## src/rtl/id_stage_if.sv

```systemverilog
// Bundle of decode-stage data and control signals between id_stage and its neighbours.
// master drives fetch/write-back inputs; slave is the decode stage itself.
interface id_stage_if;
    logic [31:0] pc4;
    logic [31:0] inst;
    logic [31:0] wdi;
    logic        rsrtequ;
    logic [31:0] bpc;
    logic [31:0] jpc;
    logic [1:0]  pcsource;
    logic        m2reg;
    logic        wmem;
    logic [2:0]  aluc;
    logic        aluimm;
    logic [31:0] a;
    logic [31:0] b;
    logic [31:0] imm;
    logic        shift;

    modport master (
        output pc4, inst, wdi, rsrtequ,
        input  bpc, jpc, pcsource, m2reg, wmem, aluc, aluimm, a, b, imm, shift
    );

    modport slave (
        input  pc4, inst, wdi, rsrtequ,
        output bpc, jpc, pcsource, m2reg, wmem, aluc, aluimm, a, b, imm, shift
    );
endinterface

```

## src/rtl/id_stage.sv

```systemverilog
// mips_v5 instruction decode: 32x32 register file, main control unit, branch/jump targets.
// Optional ID_STAGE_REG_BYPASS_EN forwards same-cycle write data onto the a/b read ports.
module id_stage (
    input  logic       clk,
    input  logic       clrn,
    id_stage_if.slave  bus
);
    logic [5:0]  op, func;
    logic [4:0]  rs, rt, rd, sa;
    logic [15:0] imm16;
    logic [25:0] addr;

    assign op    = bus.inst[31:26];
    assign rs    = bus.inst[25:21];
    assign rt    = bus.inst[20:16];
    assign rd    = bus.inst[15:11];
    assign sa    = bus.inst[10:6];
    assign func  = bus.inst[5:0];
    assign imm16 = bus.inst[15:0];
    assign addr  = bus.inst[25:0];

    logic       wreg, regrt, jal, sext, lui;
    logic [1:0] pcsource;
    logic [2:0] aluc;
    logic       m2reg, wmem, aluimm, shift;

    always_comb begin
        wreg     = 1'b0;
        regrt    = 1'b0;
        jal      = 1'b0;
        sext     = 1'b1;
        lui      = 1'b0;
        pcsource = 2'b00;
        aluc     = 3'b000;
        m2reg    = 1'b0;
        wmem     = 1'b0;
        aluimm   = 1'b0;
        shift    = 1'b0;
        case (op)
            6'b000000: begin
                case (func)
                    6'b100000: begin wreg = 1'b1; aluc = 3'b000; end
                    6'b100010: begin wreg = 1'b1; aluc = 3'b001; end
                    6'b100100: begin wreg = 1'b1; aluc = 3'b010; end
                    6'b100101: begin wreg = 1'b1; aluc = 3'b011; end
                    6'b100110: begin wreg = 1'b1; aluc = 3'b100; end
                    6'b000000: begin wreg = 1'b1; shift = 1'b1; aluc = 3'b101; end
                    6'b000010: begin wreg = 1'b1; shift = 1'b1; aluc = 3'b110; end
                    6'b000011: begin wreg = 1'b1; shift = 1'b1; aluc = 3'b111; end
                    6'b001000: pcsource = 2'b10;
                    default: ;
                endcase
            end
            6'b001000: begin wreg = 1'b1; regrt = 1'b1; aluimm = 1'b1; end
            6'b001100: begin wreg = 1'b1; regrt = 1'b1; aluimm = 1'b1; sext = 1'b0; aluc = 3'b010; end
            6'b001101: begin wreg = 1'b1; regrt = 1'b1; aluimm = 1'b1; sext = 1'b0; aluc = 3'b011; end
            6'b001110: begin wreg = 1'b1; regrt = 1'b1; aluimm = 1'b1; sext = 1'b0; aluc = 3'b100; end
            6'b100011: begin wreg = 1'b1; regrt = 1'b1; aluimm = 1'b1; m2reg = 1'b1; end
            6'b101011: begin aluimm = 1'b1; wmem = 1'b1; end
            6'b000100: begin aluc = 3'b001; pcsource = bus.rsrtequ ? 2'b01 : 2'b00; end
            6'b000101: begin aluc = 3'b001; pcsource = bus.rsrtequ ? 2'b00 : 2'b01; end
            // lui adds the shifted immediate to rs, which the assembler sets to r0
            6'b001111: begin wreg = 1'b1; regrt = 1'b1; aluimm = 1'b1; lui = 1'b1; end
            6'b000010: pcsource = 2'b11;
            6'b000011: begin pcsource = 2'b11; wreg = 1'b1; jal = 1'b1; end
            default: ;
        endcase
    end

    logic [4:0]  wn;
    logic [31:0] wd;
    logic        we;
    logic [31:0] regs [32];

    assign wn = jal ? 5'd31 : (regrt ? rt : rd);
    assign wd = jal ? bus.pc4 : bus.wdi;
    assign we = wreg && (wn != 5'd0) && !clrn;

    // r0 is cleared by reset and never written, so it reads as zero
    always_ff @(posedge clk or posedge clrn) begin
        if (clrn) begin
            for (int i = 0; i < 32; i++) regs[i] <= 32'h0;
        end else if (we) begin
            regs[wn] <= wd;
        end
    end

    logic [31:0] qa, qb;

`ifdef ID_STAGE_REG_BYPASS_EN
    assign qa = (rs == 5'd0) ? 32'h0 : ((we && wn == rs) ? wd : regs[rs]);
    assign qb = (rt == 5'd0) ? 32'h0 : ((we && wn == rt) ? wd : regs[rt]);
`else
    assign qa = (rs == 5'd0) ? 32'h0 : regs[rs];
    assign qb = (rt == 5'd0) ? 32'h0 : regs[rt];
`endif

    logic [31:0] sx_imm;
    assign sx_imm = {{16{imm16[15]}}, imm16};

    assign bus.a        = shift ? {27'b0, sa} : qa;
    assign bus.b        = qb;
    assign bus.imm      = lui ? {imm16, 16'h0} : (sext ? sx_imm : {16'h0, imm16});
    assign bus.bpc      = bus.pc4 + {sx_imm[29:0], 2'b00};
    assign bus.jpc      = {bus.pc4[31:28], addr, 2'b00};
    assign bus.pcsource = pcsource;
    assign bus.aluc     = aluc;
    assign bus.m2reg    = m2reg;
    assign bus.wmem     = wmem;
    assign bus.aluimm   = aluimm;
    assign bus.shift    = shift;
endmodule

```

## src/flat_wrapper.sv

```systemverilog
// flat-port wrapper written by rule: the top's interface ports become plain ports
module id_stage_flat 
  (clk, clrn, bus_pc4, bus_inst, bus_wdi, bus_rsrtequ, bus_bpc, bus_jpc, bus_pcsource, bus_m2reg, bus_wmem, bus_aluc, bus_aluimm, bus_a, bus_b, bus_imm, bus_shift);
  id_stage_if bus_i ();
  input  logic clk;
  input  logic clrn;
  input wire logic [$bits(bus_i.pc4)-1:0] bus_pc4;
  input wire logic [$bits(bus_i.inst)-1:0] bus_inst;
  input wire logic [$bits(bus_i.wdi)-1:0] bus_wdi;
  input wire logic [$bits(bus_i.rsrtequ)-1:0] bus_rsrtequ;
  output wire logic [$bits(bus_i.bpc)-1:0] bus_bpc;
  output wire logic [$bits(bus_i.jpc)-1:0] bus_jpc;
  output wire logic [$bits(bus_i.pcsource)-1:0] bus_pcsource;
  output wire logic [$bits(bus_i.m2reg)-1:0] bus_m2reg;
  output wire logic [$bits(bus_i.wmem)-1:0] bus_wmem;
  output wire logic [$bits(bus_i.aluc)-1:0] bus_aluc;
  output wire logic [$bits(bus_i.aluimm)-1:0] bus_aluimm;
  output wire logic [$bits(bus_i.a)-1:0] bus_a;
  output wire logic [$bits(bus_i.b)-1:0] bus_b;
  output wire logic [$bits(bus_i.imm)-1:0] bus_imm;
  output wire logic [$bits(bus_i.shift)-1:0] bus_shift;
  assign bus_i.pc4 = bus_pc4;
  assign bus_i.inst = bus_inst;
  assign bus_i.wdi = bus_wdi;
  assign bus_i.rsrtequ = bus_rsrtequ;
  assign bus_bpc = bus_i.bpc;
  assign bus_jpc = bus_i.jpc;
  assign bus_pcsource = bus_i.pcsource;
  assign bus_m2reg = bus_i.m2reg;
  assign bus_wmem = bus_i.wmem;
  assign bus_aluc = bus_i.aluc;
  assign bus_aluimm = bus_i.aluimm;
  assign bus_a = bus_i.a;
  assign bus_b = bus_i.b;
  assign bus_imm = bus_i.imm;
  assign bus_shift = bus_i.shift;
  id_stage u_core (.clk(clk), .clrn(clrn), .bus(bus_i));
endmodule
```

## config.mk

```make
export PLATFORM = sky130hd
export DESIGN_NAME = id_stage_flat
export DESIGN_NICKNAME = d
export VERILOG_FILES = /design/src/rtl/id_stage_if.sv /design/src/rtl/id_stage.sv /design/src/flat_wrapper.sv
export SDC_FILE = /design/constraint.sdc
export NUM_CORES = 2
export LEC_CHECK = 0
export ABC_CLOCK_PERIOD_IN_PS = 37100
export CAP_MARGIN = 15
export CORE_AREA = 8 8 278 388
export CTS_BUF_LIST = sky130_fd_sc_hd__clkbuf_4
export CTS_CLUSTER_DIAMETER = 40
export DETAILED_ROUTE_END_ITERATION = 10
export DIE_AREA = 0 0 286 396
export PLACE_DENSITY = 0.78
export REMOVE_ABC_BUFFERS = 1
export SETUP_SLACK_MARGIN = 0.4
export SYNTH_ARGS = -nofsm -noshare
export SYNTH_HDL_FRONTEND = slang
export SYNTH_SLANG_ARGS = --single-unit
```

## constraint.sdc

```tcl
create_clock -name clk -period 37.1 [get_ports clk]
set_input_delay 7.42 -clock clk [delete_from_list [all_inputs] [get_ports clk]]
set_output_delay 7.42 -clock clk [all_outputs]
set_load 0.02 [all_outputs]
```

# Word level (Yosys, flattened, before mapping)
# Index checks and enable logic that the tools add are counted.
[word_totals]
register_bits = 1024
input_bits = 99
elab_cells = 109
[classes]
n_addsub = 1
order_cmp = 4
eq_ne = 19
n_mux = 33
n_bitwise = 3
n_reduce_logical = 17
[ops]
columns = ["op", "n"]
rows = [
  ["bitwise mux 1024 bit", 1],
  ["two-way mux 32 bit", 11],
  ["binary-select mux 32 bit (select 5 bit)", 2],
  ["demux 32 bit (select 5 bit)", 1],
  ["equality test 6 bit, second input constant", 7],
  ["equality test 6 x 4 -> 1 bit, second input constant", 6],
  ["adder 32 bit", 1],
  ["equality test 6 x 2 -> 1 bit, second input constant", 4],
  ["one-hot mux 3 bit (7 select lines)", 1],
  ["greater-or-equal comparator 6 bit, second input constant", 3],
  ["NOT 5 -> 6 bit", 3],
  ["one-hot mux 3 bit (5 select lines)", 1],
  ["OR reduction 7 bit", 2],
  ["equality test 6 x 3 -> 1 bit, second input constant", 2],
  ["zero test 6 bit", 2],
  ["two-way mux 1 bit", 11],
  ["zero test 5 bit", 2],
  ["two-way mux 5 bit", 2],
  ["one-hot mux 2 bit (4 select lines)", 1],
  ["OR reduction 8 bit", 1],
  ["less-than comparator 6 x 1 -> 1 bit, second input constant", 1],
  ["OR reduction 3 bit", 2],
  ["OR reduction 6 bit", 1],
  ["nonzero test 5 bit", 1],
  ["5 further kinds", 8],
]

# Longest topological paths before layout
[logic_depth]
word_depth = 11
mapped_depth = 10

# Least setup slack after synthesis
# Ideal clock, no wire load.
[synth_path]
kind = "input to output"
start = "in bus_inst[16]"
end = "out bus_b[28]"
arrival_time_ns = 9.944
t_required_ns = 29.680
setup_slack_ns = 19.736
stages = 9
path_cell_list = "clkbuf_1 > buf_2 > buf_1 > clkbuf_1 > buf_2 > mux2i_1 > o22ai_1 > a211oi_1 > a221oi_1"
[synth_via]
elab_chain_len = 5
word_cells_on_any_way = 6
[synth_lines]
columns = ["element", "line", "rtl"]
rows = [
  ["start: declaration", "flat_wrapper.sv:8", "input wire logic [$bits(bus_i.inst)-1:0] bus_inst;"],
  ["NOT 5 -> 6 bit (not written as such)", "id_stage.sv:95", "assign qb = (rt == 5'd0) ? 32'h0 : regs[rt];"],
  ["binary-select mux 32 bit (select 5 bit)", "id_stage.sv:95", ""],
  ["two-way mux 32 bit (not written as such) (2 in a row)", "id_stage.sv:95", ""],
  ["two-way mux 32 bit (*)", "id_stage.sv:95", ""],
  ["end: declaration", "flat_wrapper.sv:19", "output wire logic [$bits(bus_i.b)-1:0] bus_b;"],
]
# Every way passes the cells marked *; elsewhere a longest branch is shown, timed or not. The select of a mux whose other input is x is not followed.

# Worst setup path in the final report
[layout_path]
start = "in bus_pc4[9]"
end = "out bus_bpc[29]"
[layout_via]
elab_chain_len = 1
[layout_lines]
columns = ["element", "line", "rtl"]
rows = [
  ["start: declaration", "flat_wrapper.sv:7", "input wire logic [$bits(bus_i.pc4)-1:0] bus_pc4;"],
  ["adder 32 bit", "id_stage.sv:104", "assign bus.bpc = bus.pc4 + {sx_imm[29:0], 2'b00};"],
  ["end: declaration", "flat_wrapper.sv:11", "output wire logic [$bits(bus_i.bpc)-1:0] bus_bpc;"],
]
# Every way passes these cells.

==> metrics.md <==
| Metric | Value |
|---|---|
| Minimum clock period | `between 15000 and 20000 ps` |
| Max FO, Critical Path | `6` |
| CTS buffer count | `234` |
| CTS Buffer Depth | `3` |
| # rows | `139` |
| CTS resizes | `0` |
| GP Congestion | `approximately 0.90` |
| Root Driver | `clkbuf_4` |
| Worst reg-to-reg setup slack | `36250 ps` |
| Post-route setup TNS | `0 ps` |
| Fmax | `slightly above 0.05 GHz` |
| Seq pwr share | `0.488` |
| Worst reg-to-reg path cell count | `1` |
| Final slew viol count | `0` |
| Peak supply drop | `approximately 0.000024 V` |
| Gr usage total | `0.3145` |
| Slew HR | `0.1177` |
| Largest cells by area after synthesis | `dfrtp_1 (44%), mux4_2 (22%), mux2_2 (19%)` |
| Pre-antenna DRT Iters | `6` |
| Post-DRT Antenna Nets | `0` |
| Asr flop ratio synth | `1.000` |
| Pwr dens | `~40 nW/um2` |
| R2r endpoint | `u_core.regs[85]` |
| Worst Hold Launch | `u_core.regs[995]` |
| Hold Buf Count CTS | `0` |
| CTS tree | `done` |
| Number of synthesis warnings | `0` |
| WP data arrival | `around 12000 ps` |
| Setup CP Type | `in -> out` |
| Critical Path Max Stage Delay | `750 ps` |
| Worst Setup End Kind | `output port` |
| # setup viols final | `0` |
| I/O Pins | `268` |
| CP cell instances | `clkdlybuf4s50_1 > ha_1 > nand3_1 > nor2_1 > nand4_1 > a211oi_1 > a21oi_1 > o311ai_0 > clkdlybuf4s50_1` |
| Clock transition at the registers of the reported paths | `roughly 60 ps` |
| # H-tree levels | `4` |
| Sink Count | `around 1000` |
| Grt total ovfl | `0` |
| WHS Endpoint | `u_core.regs[995]` |
| Die Y | `about 400 um` |
| Startpoint types | `input port` |
| Largest reg by FF count | `u_core.regs` |
| Status | `completed` |
| Worst path slowest cell | `a211oi_1` |
| Sw Pwr | `slightly above 700 uW` |
| Worst slew pin tran | `~1300 ps` |
| Type of the tightest min-delay check | `reg -> reg` |
| Layout cells sized above 1 | `0.4749` |
| Vias per Instance | `7.032` |
| Initial antenna violation count | `2` |
| # fillers | `7734` |
| Core area | `101900 um2` |
| DR iter-0 viols | `about 4600` |
| WP data required | `29680 ps` |
| Die area | `between 100000 and 150000 um2` |
| Wire length per cell | `approximately 32 um` |
| Post-synth cell types | `72` |
| Reg2reg start | `u_core.regs[85]` |
| Number of synthesized flops with an enable pin | `0` |
| Synthesized instance count | `3910` |
| Final nets | `between 4000 and 5000` |
| Drt total wl | `179300 um` |
| Vias in the first global route | `around 41000` |
| Die X | `approximately 290 um` |
| Largest register FFs | `a little over 1000` |
| Post-synth top cells | `dfrtp_1 (1024), mux2_2 (971), mux4_2 (551)` |
| Hold path depth | `0` |
| Quantity of I/O buffers inserted on ports | `between 200 and 300` |
| Seq cells post-synth | `slightly above 1000` |
| Syn Std Cell Area | `between 50000 and 60000 um2` |
| Final Hold Viols | `0` |
| Mean area per synthesized cell | `between 10 and 15 um2` |
| Max-Cap Viols | `0` |
| Leading cell type by number of instances after synthesis | `dfrtp_1` |
| Layout area overhead | `10.34%` |
| Register area share after synthesis | `0.4448` |
| Tcrit/Tclk final | `0.5219` |
| Power Internal | `1820 uW` |
| Clock power share | `0.346` |
| Clock latency on the worst-skew pair | `approximately 1200 ps` |
| RSZ-0062 raised after global routing | `no` |
| Top Registers | `u_core.regs (1024)` |
| Total setup buffers inserted after CTS | `0` |
| # DRC | `0` |
| CP top delay family | `buffers and inverters` |
| Ys flop type | `dfrtp_1` |
| Worst clock skew | `0 ps` |
| Post-synth top area cell | `dfrtp_1` |
| First-pass GRT wire length | `between 200000 and 300000 um` |
| Final std cells w/o fill | `roughly 5500` |
| Largest net degree at the start of global routing | `140` |
| WP buf/inv | `2` |
| Vias | `38940` |
| Total placed cells including tap cells | `~5000` |
| Pleak | `0.02946 uW` |
| HPWL Detailed | `~100000 um` |
| Logic pwr share | `0.166` |
| Switching part of the total | `0.2829` |
| Area share of the largest cell type after synthesis | `0.4448` |
| Initial Util | `0.5653` |
| Most frequent CP cell | `clkdlybuf4s50_1` |
-- layout by cell type (no fill, tap or decap), types with 5 or more instances in the layout --
cell type	synthesis	routed
nand4b_1	5	5
buf_4	34	65
dfrtp_1	1024	1024
o221ai_1	16	16
mux2_2	971	971
mux2i_1	175	175
inv_2	0	5
ha_1	29	29
clkinv_1	1	62
o211ai_1	5	5
a221o_1	6	6
o21ai_0	13	13
nand2_1	137	133
inv_1	23	22
a31oi_1	6	6
a21o_1	26	26
a221oi_1	25	25
nor2b_1	26	24
o22ai_1	17	17
buf_8	0	5
nand3b_1	5	5
nor3_1	37	36
xnor2_1	15	15
a211o_1	11	11
nand2_2	3	7
xor2_1	5	5
and3_1	9	9
mux2_1	52	52
clkdlybuf4s50_1	0	255
nor2_1	87	86
diode_2	0	10
nand3_4	7	24
nand3_1	30	13
nand2b_1	12	12
a21oi_1	35	35
mux4_2	551	551
a211oi_1	20	20
clkbuf_4	0	332
-- power groups by stage --
stage	Combinational (uW)	Sequential, uW	Clock [uW]
floorplan	254	1240	0
global placement	410	1250	0
detailed placement	418	1260	0
CTS	419	1240	895
global route	446	1250	947
finish	420	1240	879
-- layout make-up --
cell class / instances / area (um2) / share of cell area
Timing Repair Buffer: 331 / 3238 / 0.05094
Clock buffer: 331 / 2485 / 0.03909
Tap cell: 1339 / 1675 / 0.02636
Clock inverter: 72 / 355.3 / 0.005590
Sequential cell: 1024 / 25620 / 0.4031
Multi-Input combinational cell: 2406 / 30070 / 0.4730
Antenna cell: 10 / 25.02 / 0.0003937
Inverter: 24 / 97.59 / 0.001535
-- metrics by stage --
stage | hold slack, ps | total power (uW) | instance area, um2 | setup slack [ps] | utilization
final | 398.5 | 2538 | 63570 | 17740 | 0.6237
after global routing | 409.5 | 2639 | 63560 | 17640 | 0.6237
after CTS | 398.8 | 2550 | 63480 | 17860 | 0.6229
after detailed placement | 382.3 | 1676 | 60640 | 17870 | 0.5950
after global placement | 377.2 | 1661 | 60640 | 17920 | 0.5950
after floorplan | 365.3 | 1496 | 55520 | 863.5 | -
-- routing by layer --
metal  vias to the layer above  routed length, um  share of wire  global-route usage
li1                      15440                  -              -                   -
met1                     20600              66390           0.37              0.4014
met2                      2339              82630           0.46              0.4783
met3                       556              19150           0.11             0.09474
met4                         0              11090          0.062              0.1793
met5                         -                  0              0                   0
-- worst max-delay path by stage --
stage	depth (start not counted)	slack (ps)	startpoint	end
5_1_grt	9	17640	bus_pc4[9]	bus_bpc[29]
3_5_place_dp	8	17870	bus_inst[16]	bus_b[16]
6_report	9	17740	bus_pc4[9]	bus_bpc[29]
2_1_floorplan	1	860	clrn	u_core.regs[0]
3_3_place_gp	8	17920	bus_inst[16]	bus_b[16]
4_1_cts	8	17860	bus_inst[16]	bus_b[16]
-- cell families after synthesis --
family | Yosys count | synth area share
other cells | 1 | 0.00006509
mux | 1749 | 0.4458
simple gates | 385 | 0.03303
fa+ha+maj | 30 | 0.006646
compound gates | 220 | 0.02867
xor+xnor | 20 | 0.003041
flops | 1024 | 0.4448
buf+inv | 481 | 0.03801
Note: power is estimated with default switching activity, not from simulation.
